[src/rtl/object_buffer_reader.sv]
// Object buffer drain: pops entries, emits protobuf key/length varint headers, then runs the payload handshake.
// Optional macro OBJECT_BUFFER_READER_SKIP_EMPTY_EN drops empty non-nested LEN entries (proto3 default omission).
module object_buffer_reader #(
  parameter int FID_W  = 29,
  parameter int SIZE_W = 16,
  parameter int PTR_W  = 64
) (
  input  logic                           clk,
  input  logic                           reset_n,
  input  logic                           buf_empty,
  input  logic [FID_W+SIZE_W+PTR_W+6:0]  buf_entry,
  output logic                           buf_rd_en,
  output logic                           out_valid,
  output logic [7:0]                     out_data,
  output logic                           out_last,
  input  logic                           out_ready,
  output logic                           pay_req,
  output logic [4:0]                     pay_type,
  output logic [SIZE_W-1:0]              pay_size,
  input  logic                           pay_done,
  output logic                           nest_push,
  output logic [PTR_W-1:0]               nest_ptr,
  output logic                           err,
  output logic [1:0]                     dbg_state
);

  localparam int KEY_W = FID_W + 3;

  typedef enum logic [1:0] {IDLE, KEY, LEN, PAY} state_t;

  state_t              state, state_n;
  logic [KEY_W-1:0]    sh;
  logic [2:0]          wire_q;
  logic [4:0]          type_q;
  logic [SIZE_W-1:0]   size_q;
  logic                nested_q;
  logic [PTR_W-1:0]    ptr_q;

  logic                e_valid, e_nested, e_legal, e_skip, e_accept;
  logic [FID_W-1:0]    e_fid;
  logic [4:0]          e_type;
  logic [SIZE_W-1:0]   e_size;
  logic [PTR_W-1:0]    e_ptr;
  logic [2:0]          e_wire;
  logic                sh_more, err_set;
  logic                load_key, load_len, shift, enter_pay;

  function automatic logic [2:0] wire_type(input logic [4:0] t);
    case (t)
      5'd1, 5'd6, 5'd16:  wire_type = 3'd1;
      5'd2, 5'd7, 5'd15:  wire_type = 3'd5;
      5'd9, 5'd11, 5'd12: wire_type = 3'd2;
      5'd10:              wire_type = 3'd3;
      default:            wire_type = 3'd0;
    endcase
  endfunction

  // Entry layout, MSB first: {valid, field_id, field_type, size, nested, nested_type_table}
  assign e_valid  = buf_entry[FID_W+SIZE_W+PTR_W+6];
  assign e_fid    = buf_entry[PTR_W+SIZE_W+6 +: FID_W];
  assign e_type   = buf_entry[PTR_W+SIZE_W+1 +: 5];
  assign e_size   = buf_entry[PTR_W+1 +: SIZE_W];
  assign e_nested = buf_entry[PTR_W];
  assign e_ptr    = buf_entry[PTR_W-1:0];
  assign e_wire   = wire_type(e_type);
  assign e_legal  = (e_type != 5'd0) && (e_type <= 5'd18);

`ifdef OBJECT_BUFFER_READER_SKIP_EMPTY_EN
  assign e_skip = (e_wire == 3'd2) && !e_nested && (e_size == '0);
`else
  assign e_skip = 1'b0;
`endif

  assign e_accept = e_valid && e_legal && !e_skip;

  // The shift register holds the unsent varint groups; more groups remain while any bit above 6 is set.
  assign sh_more = |sh[KEY_W-1:7];

  // Handshake: a header byte transfers on a cycle where out_valid && out_ready; while out_valid is
  // high and out_ready low, out_data/out_last/out_valid hold. Once raised, out_valid stays high until
  // the byte transfers.
  always_comb begin
    state_n   = state;
    buf_rd_en = 1'b0;
    out_valid = 1'b0;
    load_key  = 1'b0;
    load_len  = 1'b0;
    shift     = 1'b0;
    enter_pay = 1'b0;
    case (state)
      IDLE: begin
        if (!buf_empty) begin
          buf_rd_en = 1'b1;
          if (e_accept) begin
            state_n  = KEY;
            load_key = 1'b1;
          end
        end
      end
      KEY: begin
        out_valid = 1'b1;
        if (out_ready) begin
          if (sh_more) begin
            shift = 1'b1;
          end else if (wire_q == 3'd2) begin
            state_n  = LEN;
            load_len = 1'b1;
          end else begin
            state_n   = PAY;
            enter_pay = 1'b1;
          end
        end
      end
      LEN: begin
        out_valid = 1'b1;
        if (out_ready) begin
          if (sh_more) begin
            shift = 1'b1;
          end else begin
            state_n   = PAY;
            enter_pay = 1'b1;
          end
        end
      end
      PAY: begin
        // The return to IDLE may coincide with the next pop so entries issue back-to-back.
        if (pay_done) begin
          state_n = IDLE;
          if (!buf_empty) begin
            buf_rd_en = 1'b1;
            if (e_accept) begin
              state_n  = KEY;
              load_key = 1'b1;
            end
          end
        end
      end
      default: state_n = IDLE;
    endcase
  end

  assign out_data  = out_valid ? {sh_more, sh[6:0]} : 8'h00;
  assign out_last  = out_valid && !sh_more && ((state == LEN) || (wire_q != 3'd2));
  assign pay_req   = (state == PAY);
  assign pay_type  = type_q;
  assign pay_size  = size_q;
  assign nest_ptr  = nest_push ? ptr_q : '0;
  assign err_set   = buf_rd_en && e_valid && !e_legal;
  assign dbg_state = state;

  always_ff @(posedge clk or negedge reset_n) begin
    if (!reset_n) begin
      state     <= IDLE;
      sh        <= '0;
      wire_q    <= '0;
      type_q    <= '0;
      size_q    <= '0;
      nested_q  <= 1'b0;
      ptr_q     <= '0;
      nest_push <= 1'b0;
      err       <= 1'b0;
    end else begin
      state     <= state_n;
      nest_push <= enter_pay && nested_q;
      err       <= err || err_set;
      if (load_key) begin
        sh       <= {e_fid, e_wire};
        wire_q   <= e_wire;
        type_q   <= e_type;
        size_q   <= e_size;
        nested_q <= e_nested;
        ptr_q    <= e_ptr;
      end else if (load_len) begin
        sh <= {{(KEY_W-SIZE_W){1'b0}}, size_q};
      end else if (shift) begin
        sh <= sh >> 7;
      end
    end
  end

endmodule

[config.mk]
export PLATFORM = sky130hd
export DESIGN_NAME = object_buffer_reader
export DESIGN_NICKNAME = d
export VERILOG_FILES = /design/src/rtl/object_buffer_reader.sv
export SDC_FILE = /design/constraint.sdc
export NUM_CORES = 1
export LEC_CHECK = 0
export CAP_MARGIN = 20
export CORE_MARGIN = 10
export CORE_UTILIZATION = 45
export CTS_CLUSTER_DIAMETER = 120
export CTS_CLUSTER_SIZE = 40
export DETAILED_ROUTE_END_ITERATION = 10
export GPL_ROUTABILITY_DRIVEN = 0
export PLACE_DENSITY = 0.79
export SLEW_MARGIN = 25
export SYNTH_ARGS = -nofsm -noshare
export SYNTH_HDL_FRONTEND = slang
export SYNTH_SLANG_ARGS = --single-unit
[constraint.sdc]
create_clock -name clk -period 3.3 [get_ports clk]
set_input_delay 0.66 -clock clk [delete_from_list [all_inputs] [get_ports clk]]
set_output_delay 0.66 -clock clk [all_outputs]
set_load 0.005 [all_outputs]
==> flow_summary.yaml, run 1 <==
run_status:
  status: "complete, no violations"
clock_network:
  cts_num_sinks: 125
  clk_latency_ns: 0.41
  post-cts-setup-buffer-count: 0
  cts-root-buf: "clkbuf_16"
  cts_made_buffers: 17
  cts_resized: 0
  htreeDepth: 4
  cts-hold-fix-buffers: 0
  tritoncts: "yes"
  clock_path_buffers: 2
  clk_pin_slew_ns: 0.05
finish:
  fin_util: 0.691
  nNetsFinal: 1028
  drive_gt1_frac: 0.0801
  n_fill_cell: 1056
  fin_area_sq_mm: 0.00912
  final_cells: 1087
  multiInputGateArea_sq_mm: 0.00273
  syn2layout_area_growth_pct: 51.1
  diodes: 0
  register_area_sq_mm: 0.00313
power_and_ir_drop:
  power.total_mw: 7.09
  comb_power_share: 0.352
  powerDensity_mw_per_mm2: 777
  vdd_ir_drop_max_mv: 0.452
  p_switching_mw: 2.29
  clkPwrFrac: 0.279
  leakage_nw: 4.25
  p_int_mw: 4.80
  seq_power_share: 0.368
  swShare: 0.323
critical_path:
  cp_max_fo: 3
  path_buf_inv: 1
  required_ns: 2.64
  start_kind: "flip-flop"
  r2r_cells: 6
  critPathTopFamily: "simple AND/OR/NAND/NOR gates"
  path_depth: 6
  setup.worst_path.end_class: "output port"
  path_cells: "or4_4 -> nor4_4 -> nand2_1 -> nor2_2 -> and2_1 -> clkdlybuf4s50_1"
  cp_slowest_cell: "or4_4"
  rrSetupSlack_ns: 0.37
  crit_path_end: "out_last"
  critPathKind: "flip-flop to output port"
  cpPeakStageDelay_ns: 0.56
  critPathLaunch: "sh[10]$_DFFE_PN0P_"
  r2r_start: "sh[10]$_DFFE_PN0P_"
  crit_arrival_ns: 2.58
  r2r_end: "sh[7]$_DFFE_PN0P_"
grt:
  grt_pass1_vias: 5634
  gr-usage-all-layers: 0.204
  grt_remaining_overflow: 0
  grt_max_degree: 91
  grt_antenna_before_repair: 0
  grt_pass1_wl_um: 29900
synth:
  synth_edf_count: 0
  synth-seq-cells: 125
  yosysWarnings: 0
  syn_inst: 688
  synthArstFlopShare: 1.00
  yosysSeqAreaShare: 0.518
  synth_area_per_cell_sq_um: 8.77
  syn-num-nets: 818
  synth_area_sq_mm: 0.00604
  synth_cell_types: 42
  synth_top_flop_cell: "dfrtp_1"
timing:
  relSlewSlack: 0.458
  rsz0062_at_grt: "false"
  finClkSkew_ns: 0.00404
  period_share: 0.982
  holdWs_ns: 0.260
  fin_crit_ns: 3.24
  clock.fmax_mhz: 309
  finalSetupViolations: 0
  hold_viol_final: 0
  setup_slack_ns: 0.0610
  tightest_slew_ns: 0.814
  tns_ns: 0
  slew_viol_final: 0
routing:
  drc: 0
  via_per_inst: 5.16
  routed_wirelength_um: 19000
  drtPass1Iterations: 5
  vias: 5613
  routedWlPerCell_um: 17.5
  drt-initial-drc-count: 388
  ant_nets: 0
die:
  start_util: 0.458
  die_w_um: 136
  die_h_um: 136
  dieArea_sq_mm: 0.0184
  rows: 42
  ios: 222
  core_sq_mm: 0.0132
place:
  io_buffers: 221
  placed_cells: 1055
  hpwl_um: 13500
  pre_cts_slack_ns: 0.195
  dpl_cell_area_sq_mm: 0.00848
run:
  cap_viol_max_count: 0
hold_path:
  min_path_type: "input port to asynchronous set/reset pin"
## synth_stat cells (3+ instances only)
library cell | n | area [sq um]
mux2_4 | 8 | 120
nand4_1 | 13 | 81.3
a21o_1 | 3 | 22.5
nor4_1 | 3 | 18.8
or3_1 | 3 | 18.8
and3_1 | 3 | 18.8
dfrtp_1 | 125 | 3130
mux2_2 | 9 | 101
clkbuf_1 | 45 | 169
nor2_1 | 17 | 63.8
o21ai_0 | 29 | 145
nor3_1 | 4 | 20.0
a31oi_1 | 23 | 144
inv_1 | 8 | 30.0
and2_1 | 75 | 469
ha_1 | 9 | 113
a2bb2oi_1 | 13 | 114
nand2_1 | 268 | 1010
## kinds of logic (layout without fill, tap and decap cells)
kind of cell,count (synthesis),in the layout,synth area share
DFF,125,125,0.518
buffers and inverters,55,278,0.0357
AOI/OAI and AO/OA,81,81,0.0877
and+or+nand+nor,399,399,0.300
adders and majority gates,9,9,0.0187
muxes,19,19,0.0400
## cell usage in the layout (no fill, tap or decap), drive strengths merged, types with 2 or more instances in the layout
| master | Yosys | layout |
|---|---|---|
| clkdlybuf4s50 | 0 | 220 |
| inv | 8 | 8 |
| and2 | 75 | 75 |
| o21ai | 29 | 29 |
| nand2 | 268 | 268 |
| ha | 9 | 9 |
| a31oi | 23 | 23 |
| clkinv | 0 | 2 |
| bufinv | 0 | 3 |
| nor4 | 4 | 4 |
| dfrtp | 125 | 125 |
| nand4b | 2 | 2 |
| nand4 | 13 | 13 |
| a21oi | 3 | 3 |
| buf | 2 | 18 |
| or4 | 2 | 2 |
| or3 | 3 | 3 |
| a2bb2oi | 13 | 13 |
| nor3 | 4 | 4 |
| nor2 | 17 | 17 |
| mux2i | 2 | 2 |
| mux2 | 17 | 17 |
| a21o | 3 | 3 |
| nand3b | 2 | 2 |
| clkbuf | 45 | 27 |
| a221oi | 2 | 2 |
| and3 | 3 | 3 |
## worst min path at each step
| stage | start | end | cells after the start |
|---|---|---|---|
| CTS | reset_n | pay_type[2]$_DFFE_PN0P_ | 1 |
| floorplan | reset_n | dbg_state[0]$_DFFE_PN0P_ | 0 |
| global placement | err$_DFF_PN0_ | err$_DFF_PN0_ | 1 |
| global route | reset_n | dbg_state[0]$_DFFE_PN0P_ | 1 |
| finish | reset_n | dbg_state[0]$_DFFE_PN0P_ | 1 |
| detailed placement | ptr_q[6]$_DFFE_PN0P_ | ptr_q[6]$_DFFE_PN0P_ | 2 |
## flip-flops by register name (all words and copies together), names as in the netlist
register   cells
ptr_q         64
sh            32
pay_size      16
pay_type       5
wire_q         3
dbg_state      2
err            1
nest_push      1
nested_q       1
## power by group through the flow
stage | logic, mW | registers, mW | clock network, mW
2_1_floorplan | 1.43 | 2.50 | 0
5_1_grt | 2.74 | 2.68 | 2.08
6_report | 2.49 | 2.61 | 1.98
3_5_place_dp | 2.47 | 2.62 | 0
4_1_cts | 2.49 | 2.60 | 2.01
3_3_place_gp | 2.41 | 2.60 | 0
## metal layers
metal | share of wire | routed length [um] | track usage
met1 | 0.40 | 7640 | 0.246
met2 | 0.48 | 9120 | 0.323
met3 | 0.10 | 1940 | 0.0911
met4 | 0.018 | 335 | 0.0580
met5 | 0 | 0 | 0
## layout make-up
type                            count  area share
Inverter                            8     0.00329
Clock inverter                      5      0.0110
Sequential cell                   125       0.343
Multi-Input combinational cell    508       0.299
Tap cell                          176      0.0242
Clock buffer                       27      0.0585
Timing Repair Buffer              238       0.261
(Power assumes the default switching activity.)
==> run 2, diff against run 1 <==
--- a/config.mk
+++ b/config.mk
@@ -5,6 +5,7 @@
 export SDC_FILE = /design/constraint.sdc
 export NUM_CORES = 1
 export LEC_CHECK = 0
+export ABC_CLOCK_PERIOD_IN_PS = 3300
 export CAP_MARGIN = 20
 export CORE_MARGIN = 10
 export CORE_UTILIZATION = 45
==> results of run 2 <==
Final layout, timing and power as in run 1 (identical DEF).
